==> config.mk <==
export PLATFORM = sky130hd
export DESIGN_NAME = int_controller
export DESIGN_NICKNAME = d
export VERILOG_FILES = /design/src/rtl/int_pkg.sv /design/src/rtl/int_sync.sv /design/src/rtl/int_controller.sv
export SDC_FILE = /design/constraint.sdc
export NUM_CORES = 1
export LEC_CHECK = 0
export ABC_AREA = 0
export CAP_MARGIN = 20
export CORE_MARGIN = 2
export CORE_UTILIZATION = 39
export DETAILED_ROUTE_END_ITERATION = 12
export PLACE_DENSITY_LB_ADDON = 0.15
export SLEW_MARGIN = 15
export SYNTH_ARGS = -nofsm -noshare
export SYNTH_HDL_FRONTEND = slang
export SYNTH_SLANG_ARGS = --single-unit
==> constraint.sdc <==
create_clock -name clk -period 2.3 [get_ports clk]
set_clock_uncertainty 0.15 [all_clocks]
set_input_delay 0.46 -clock clk [delete_from_list [all_inputs] [get_ports clk]]
set_output_delay 0.46 -clock clk [all_outputs]
set_load 0.02 [all_outputs]
==> src/rtl/int_pkg.sv <==
// ============================================================================
//  int_pkg
//  Shared types and default parameters for the interrupt sequencer.
//  Rev 1.0
// ============================================================================
`default_nettype none

package int_pkg;

  typedef enum logic [2:0] {
    ST_IDLE    = 3'd0,
    ST_FLUSH   = 3'd1,
    ST_VECTOR  = 3'd2,
    ST_SERVICE = 3'd3,
    ST_RESTORE = 3'd4
  } int_state_e;

  localparam int          N_SRC_DEF        = 4;
  localparam logic [31:0] HANDLER_BASE_DEF = 32'h0000_4180;
  localparam int          VEC_SHIFT_DEF    = 4;

endpackage : int_pkg

`default_nettype wire

==> src/rtl/int_sync.sv <==
// ============================================================================
//  int_sync
//  Per-line two-flop synchroniser plus delay flop; emits a one-cycle event on
//  each synchronised rising edge.
//  Rev 1.0
// ============================================================================
`default_nettype none

module int_sync #(
  parameter int N_SRC = 4
) (
  input  logic             clk,
  input  logic             rst,
  input  logic [N_SRC-1:0] async_i,
  output logic [N_SRC-1:0] event_o
);

  logic [N_SRC-1:0] s1_q;
  logic [N_SRC-1:0] s2_q;
  logic [N_SRC-1:0] s3_q;

  always_ff @(posedge clk) begin
    if (rst) begin
      s1_q <= '0;
      s2_q <= '0;
      s3_q <= '0;
    end else begin
      s1_q <= async_i;
      s2_q <= s1_q;
      s3_q <= s2_q;
    end
  end

  assign event_o = s2_q & ~s3_q;

endmodule : int_sync

`default_nettype wire

==> src/rtl/int_controller.sv <==
// ============================================================================
//  int_controller
//  Captures interrupt events, picks the lowest eligible source and runs the
//  flush -> vector -> service -> restore handshake, saving/restoring the EPC.
//  Rev 1.0
// ============================================================================
`default_nettype none

module int_controller
  import int_pkg::*;
#(
  parameter int                 N_SRC        = N_SRC_DEF,
  parameter int                 ADDR_W       = 32,
  parameter logic [ADDR_W-1:0]  HANDLER_BASE = ADDR_W'(HANDLER_BASE_DEF),
  parameter int                 VEC_SHIFT    = VEC_SHIFT_DEF
) (
  input  logic                     clk,
  input  logic                     rst,
  input  logic [N_SRC-1:0]         ext_int_i,
  input  logic [N_SRC-1:0]         int_mask_i,
  input  logic                     glb_en_i,
  input  logic                     pipe_ready_i,
  input  logic [ADDR_W-1:0]        pc_commit_i,
  input  logic                     flush_ack_i,
  input  logic                     int_finished_i,
  output logic                     flush_o,
  output logic                     redirect_valid_o,
  output logic [ADDR_W-1:0]        redirect_pc_o,
  output logic [ADDR_W-1:0]        epc_o,
  output logic                     int_active_o,
  output logic [$clog2(N_SRC)-1:0] int_id_o,
  output logic                     int_restore_o,
  output logic [N_SRC-1:0]         pending_o
);

  localparam int ID_W = $clog2(N_SRC);

  int_state_e        state_q, state_d;
  logic [N_SRC-1:0]  pending_q, pending_d;
  logic [ADDR_W-1:0] epc_q, epc_d;
  logic [ID_W-1:0]   int_id_q, int_id_d;

  logic [N_SRC-1:0]  w_event;
  logic [N_SRC-1:0]  w_eligible;
  logic [ID_W-1:0]   w_winner;
  logic              w_take;
  logic [N_SRC-1:0]  w_clr;
  logic [ADDR_W-1:0] w_vec_pc;

  int_sync #(
    .N_SRC   (N_SRC)
  ) u_sync (
    .clk     (clk),
    .rst     (rst),
    .async_i (ext_int_i),
    .event_o (w_event)
  );

  // Fixed priority: lowest index wins, so scan downward and let the last hit stand.
  always_comb begin
    w_eligible = pending_q & ~int_mask_i;
    w_winner   = '0;
    for (int i = N_SRC - 1; i >= 0; i--) begin
      if (w_eligible[i]) begin
        w_winner = ID_W'(i);
      end
    end
  end

  assign w_take   = (state_q == ST_IDLE) && glb_en_i && pipe_ready_i && (|w_eligible);
  assign w_clr    = w_take ? (N_SRC'(1) << w_winner) : '0;
  assign w_vec_pc = HANDLER_BASE + (ADDR_W'(int_id_q) << VEC_SHIFT);

  always_comb begin
    state_d   = state_q;
    epc_d     = epc_q;
    int_id_d  = int_id_q;
    // A new event on the bit being taken re-arms it.
    pending_d = (pending_q & ~w_clr) | w_event;
    case (state_q)
      ST_IDLE: begin
        if (w_take) begin
          state_d  = ST_FLUSH;
          int_id_d = w_winner;
          epc_d    = pc_commit_i;
        end
      end
      ST_FLUSH: begin
        if (flush_ack_i) begin
          state_d = ST_VECTOR;
        end
      end
      ST_VECTOR: begin
        state_d = ST_SERVICE;
      end
      ST_SERVICE: begin
        if (int_finished_i) begin
          state_d = ST_RESTORE;
        end
      end
      ST_RESTORE: begin
        state_d = ST_IDLE;
      end
      default: begin
        state_d = ST_IDLE;
      end
    endcase
  end

  always_ff @(posedge clk) begin
    if (rst) begin
      state_q   <= ST_IDLE;
      pending_q <= '0;
      epc_q     <= '0;
      int_id_q  <= '0;
    end else begin
      state_q   <= state_d;
      pending_q <= pending_d;
      epc_q     <= epc_d;
      int_id_q  <= int_id_d;
    end
  end

  always_comb begin
    flush_o          = 1'b0;
    redirect_valid_o = 1'b0;
    redirect_pc_o    = '0;
    int_active_o     = 1'b0;
    int_restore_o    = 1'b0;
    case (state_q)
      ST_FLUSH: begin
        flush_o      = 1'b1;
        int_active_o = 1'b1;
      end
      ST_VECTOR: begin
        redirect_valid_o = 1'b1;
        redirect_pc_o    = w_vec_pc;
        int_active_o     = 1'b1;
      end
      ST_SERVICE: begin
        int_active_o = 1'b1;
      end
      ST_RESTORE: begin
        redirect_valid_o = 1'b1;
        redirect_pc_o    = epc_q;
        int_restore_o    = 1'b1;
        int_active_o     = 1'b1;
      end
      default: begin
        flush_o = 1'b0;
      end
    endcase
  end

  assign epc_o     = epc_q;
  assign int_id_o  = int_id_q;
  assign pending_o = pending_q;

endmodule : int_controller

`default_nettype wire

==> results.cfg, run 1 <==
[power]
ir_worst_vdd_mv = 0.405
power.leakage_nw = 1.46
pwr_density_cell_nw_per_um2 = 508

[yosys]
postSynth.asyncResetShare_pct = 0
synth_edf_count = 0
yosys.area_share.xor_xnor_pct = 0.381
synth_area_um2 = 2300
synth-seq-cells = 53
synth_top_family_by_area = simple AND/OR/NAND/NOR gates
muxShareOfSynthArea_pct = 0
synthCells = 277
ys_seq_area_share_pct = 46.1
synthesis.nets = 323
synth_cell_type_count = 29
synth_simple_gate_area_share_pct = 28.0
postSynthAreaPerCell_um2 = 8.30
synth.yosys.warnings = 0
synth-main-ff-cell = sky130_fd_sc_hd__dfxtp_1
synth_compound_gate_area_share_pct = 20.2
fraction_of_the_mapped_netlist_area_in_adder_cells_pct = 0

[hold_path]
hold_path_end = u_sync.s2_q[2]
min_delay_worst_type = register to register
hold_path.startpoint = u_sync.s1_q[2]
hold_depth = 1

[sta]
timing_limited_maximum_frequency_mhz = 451
setup_viol_count_final = 0
unrepaired_setup_endpoints_after_global_routing = true
tightest_slew_ns = 0.331
minimum_period_implied_by_the_final_worst_setup_slack_ns = 2.22
timing.final.crit_share_pct = 96.4
final-max-slew-violation-count = 0
hold_viol = 0
timing.max_slew.rel_slack_pct = 77.9

[floorplan]
core_area_um2 = 5610
design.die.area_um2 = 6530
num_io_pins = 120
initial_utilization_pct = 41.0
die_width_um = 80.8
die_y_um = 80.8
num_rows = 27

[critical_path]
required_ns = 1.69
reg2regPathDepth = 5
critPathLaunchType = register
arrival_ns = 1.61
end_kind = output port
crit_start = state_q[1]
cp_max_fo = 11
cp_cell_sequence = inv_1 > nand2_1 > nor2_4 > clkbuf_4 > and2_1 > clkbuf_2
timing.reg2reg.setup_slack_ns = 0.39
timing.rr.end = epc_o[28]
timing.critical_path.slowest_stage_cell = sky130_fd_sc_hd__dfxtp_1
launch_point_of_the_worst_reg_to_reg_path = state_q[1]
worst_path_largest_cell_delay_ns = 0.36
cp_class = register to output port

[detailed_routing]
1st_iter_drt_viols = 135
vias = 2370
drt-total-wl_mm = 6.78
detail_route.wl_per_cell_um = 14.4
detail-route-antenna-nets = 0
drt_first_pass_iters = 4
avgViaCountPerCell = 5.03
drc = 0

[finish]
antenna-diode-count = 0
n_fill_cell = 502
fin_cells = 471
most_used_cells_in_the_layout_excluding_fill_and_tap_cells = sky130_fd_sc_hd__clkdlybuf4s50_1, sky130_fd_sc_hd__dfxtp_1, sky130_fd_sc_hd__a21oi_1
layout.cells.most_common = sky130_fd_sc_hd__clkdlybuf4s50_1
design_area_um2 = 3620
area_growth_pct = 57.6
number_of_nets_in_the_finished_design = 444
drive_gt1_share_pct = 16.0

[clock_tree]
post-cts-setup-buffers = 0
cts_tree = done
cts_max_path_buffers = 2
tritoncts_num_sinks = 53
cts.clk_slew.worst_paths_ns = 0.09
clock_latency_ns = 0.30
number_of_buffers_inserted_during_clock_tree_synthesis = 5
htree_num_levels = 2
ctsRootBufferMaster = sky130_fd_sc_hd__clkbuf_8

[placed_design]
dpl.cell_count = 462
placed_cell_area_um2 = 3630
gp_routability_congestion = 0.788
place.detailed.hpwl_mm = 4.93
buffer_ports.inserted = 119

[run]
maxCapViolCount = 0

[global_routing]
grt_start_max_net_pins = 25
number_of_global_route_vias_before_repair = 2159
antenna_found_initial = 0
globalRoute.totalOverflow = 0
globalRouteTotalUtil_pct = 19.9
grt_pass1_wl_mm = 10.1

[status]
run_status = finished clean
## area by class of cell
| class | instances | area, µm² | share of cell area, % |
|---|---|---|---|
| clock inverters | 2 | 13.8 | 0.380 |
| repair buffers | 138 | 1230 | 33.9 |
| inverters | 1 | 3.75 | 0.104 |
| multi-input cells | 199 | 1140 | 31.5 |
| flip-flops and latches | 53 | 1060 | 29.3 |
| well taps | 72 | 90.1 | 2.49 |
| clock buffers | 6 | 82.6 | 2.28 |
## worst max path at each step
stage | endpoint | slack, ns | cells past startpoint
5_1_grt | redirect_pc_o[22] | -0.01 | 6
2_1_floorplan | redirect_pc_o[0] | 0.21 | 6
3_5_place_dp | redirect_pc_o[28] | 0.02 | 6
6_report | redirect_pc_o[28] | 0.08 | 6
3_3_place_gp | redirect_pc_o[27] | 0.04 | 6
4_1_cts | redirect_pc_o[4] | -0.23 | 5
## power by group
part           total (W)  internal (W)  switching [W]
clock           0.000544      0.000244       0.000300
sequential      0.000962      0.000945      0.0000171
combinational   0.000336      0.000169       0.000167
total            0.00184       0.00136       0.000484
## per-layer routing
metal / GRT usage (%) / vias to the layer above / part of all wire, %
met2: 33.5 / 71 / 49
met5: 0 / - / 0
met4: 5.08 / 0 / 1.1
met1: 25.8 / 1092 / 45
li1: - / 1199 / -
met3: 4.67 / 8 / 5.5
## what timing repair did
item                                    4_1_cts  5_1_grt
resized for setup                            39       60
endpoints found under the setup margin       35       33
hold buffers                                  0        0
gates cloned                                  0        1
## cells by family (layout without fill, tap and decap cells)
family | Yosys count | in the layout
xor gates and xnor gates | 1 | 1
and+or+nand+nor | 113 | 113
buffers and inverters | 25 | 147
DFF | 53 | 53
AOI/OAI and AO/OA | 85 | 85
## registers in the layout, indices dropped and copies added, names as in the netlist
| register | flops |
|---|---|
| u_sync.s2_q | 4 |
| epc_o | 32 |
| u_sync.s3_q | 4 |
| pending_o | 4 |
| u_sync.s1_q | 4 |
| int_id_o | 2 |
| state_q | 3 |
## through the flow
stage / TNS [ns] / power, W / setup slack (ns) / hold WS, ns / utilization (%)
finish: 0 / 0.00184 / 0.0821 / 0.295 / 64.6
global route: -0.0378 / 0.00192 / -0.0123 / 0.309 / 64.6
CTS: -0.892 / 0.00186 / -0.227 / 0.302 / 66.0
detailed placement: 0 / 0.00132 / 0.0240 / 0.278 / 64.7
global placement: 0 / 0.00132 / 0.0436 / 0.267 / 64.7
floorplan: 0 / 0.00114 / 0.208 / 0.264 / -
## synth_stat cells, types with 4 or more instances
cell type	instances	area, µm²
sky130_fd_sc_hd__a21oi_1	41	205
sky130_fd_sc_hd__and2_1	27	169
sky130_fd_sc_hd__buf_2	5	25.0
sky130_fd_sc_hd__clkbuf_1	13	48.8
sky130_fd_sc_hd__dfxtp_1	53	1060
sky130_fd_sc_hd__nand2_1	4	15.0
sky130_fd_sc_hd__nand2b_1	7	43.8
sky130_fd_sc_hd__nand3_1	32	160
sky130_fd_sc_hd__nor2_1	15	56.3
sky130_fd_sc_hd__nor2b_1	19	119
sky130_fd_sc_hd__o21ai_0	26	130
sky130_fd_sc_hd__o21ai_1	10	50.1
## critical path, delay by kind of cell (launching register included)
| kind | cells | cell delay, ns |
|---|---|---|
| buf+inv | 3 | 0.53 |
| flops | 1 | 0.36 |
| simple gates | 3 | 0.43 |
Power figures use the tool's default switching activity.
==> run 2, diff against run 1 <==
--- a/config.mk
+++ b/config.mk
@@ -6,7 +6,6 @@
 export NUM_CORES = 1
 export LEC_CHECK = 0
 export ABC_AREA = 0
-export CAP_MARGIN = 20
 export CORE_MARGIN = 2
 export CORE_UTILIZATION = 39
 export DETAILED_ROUTE_END_ITERATION = 12
==> results of run 2 <==
The final DEF is identical to that of run 1; final timing and power are the same.
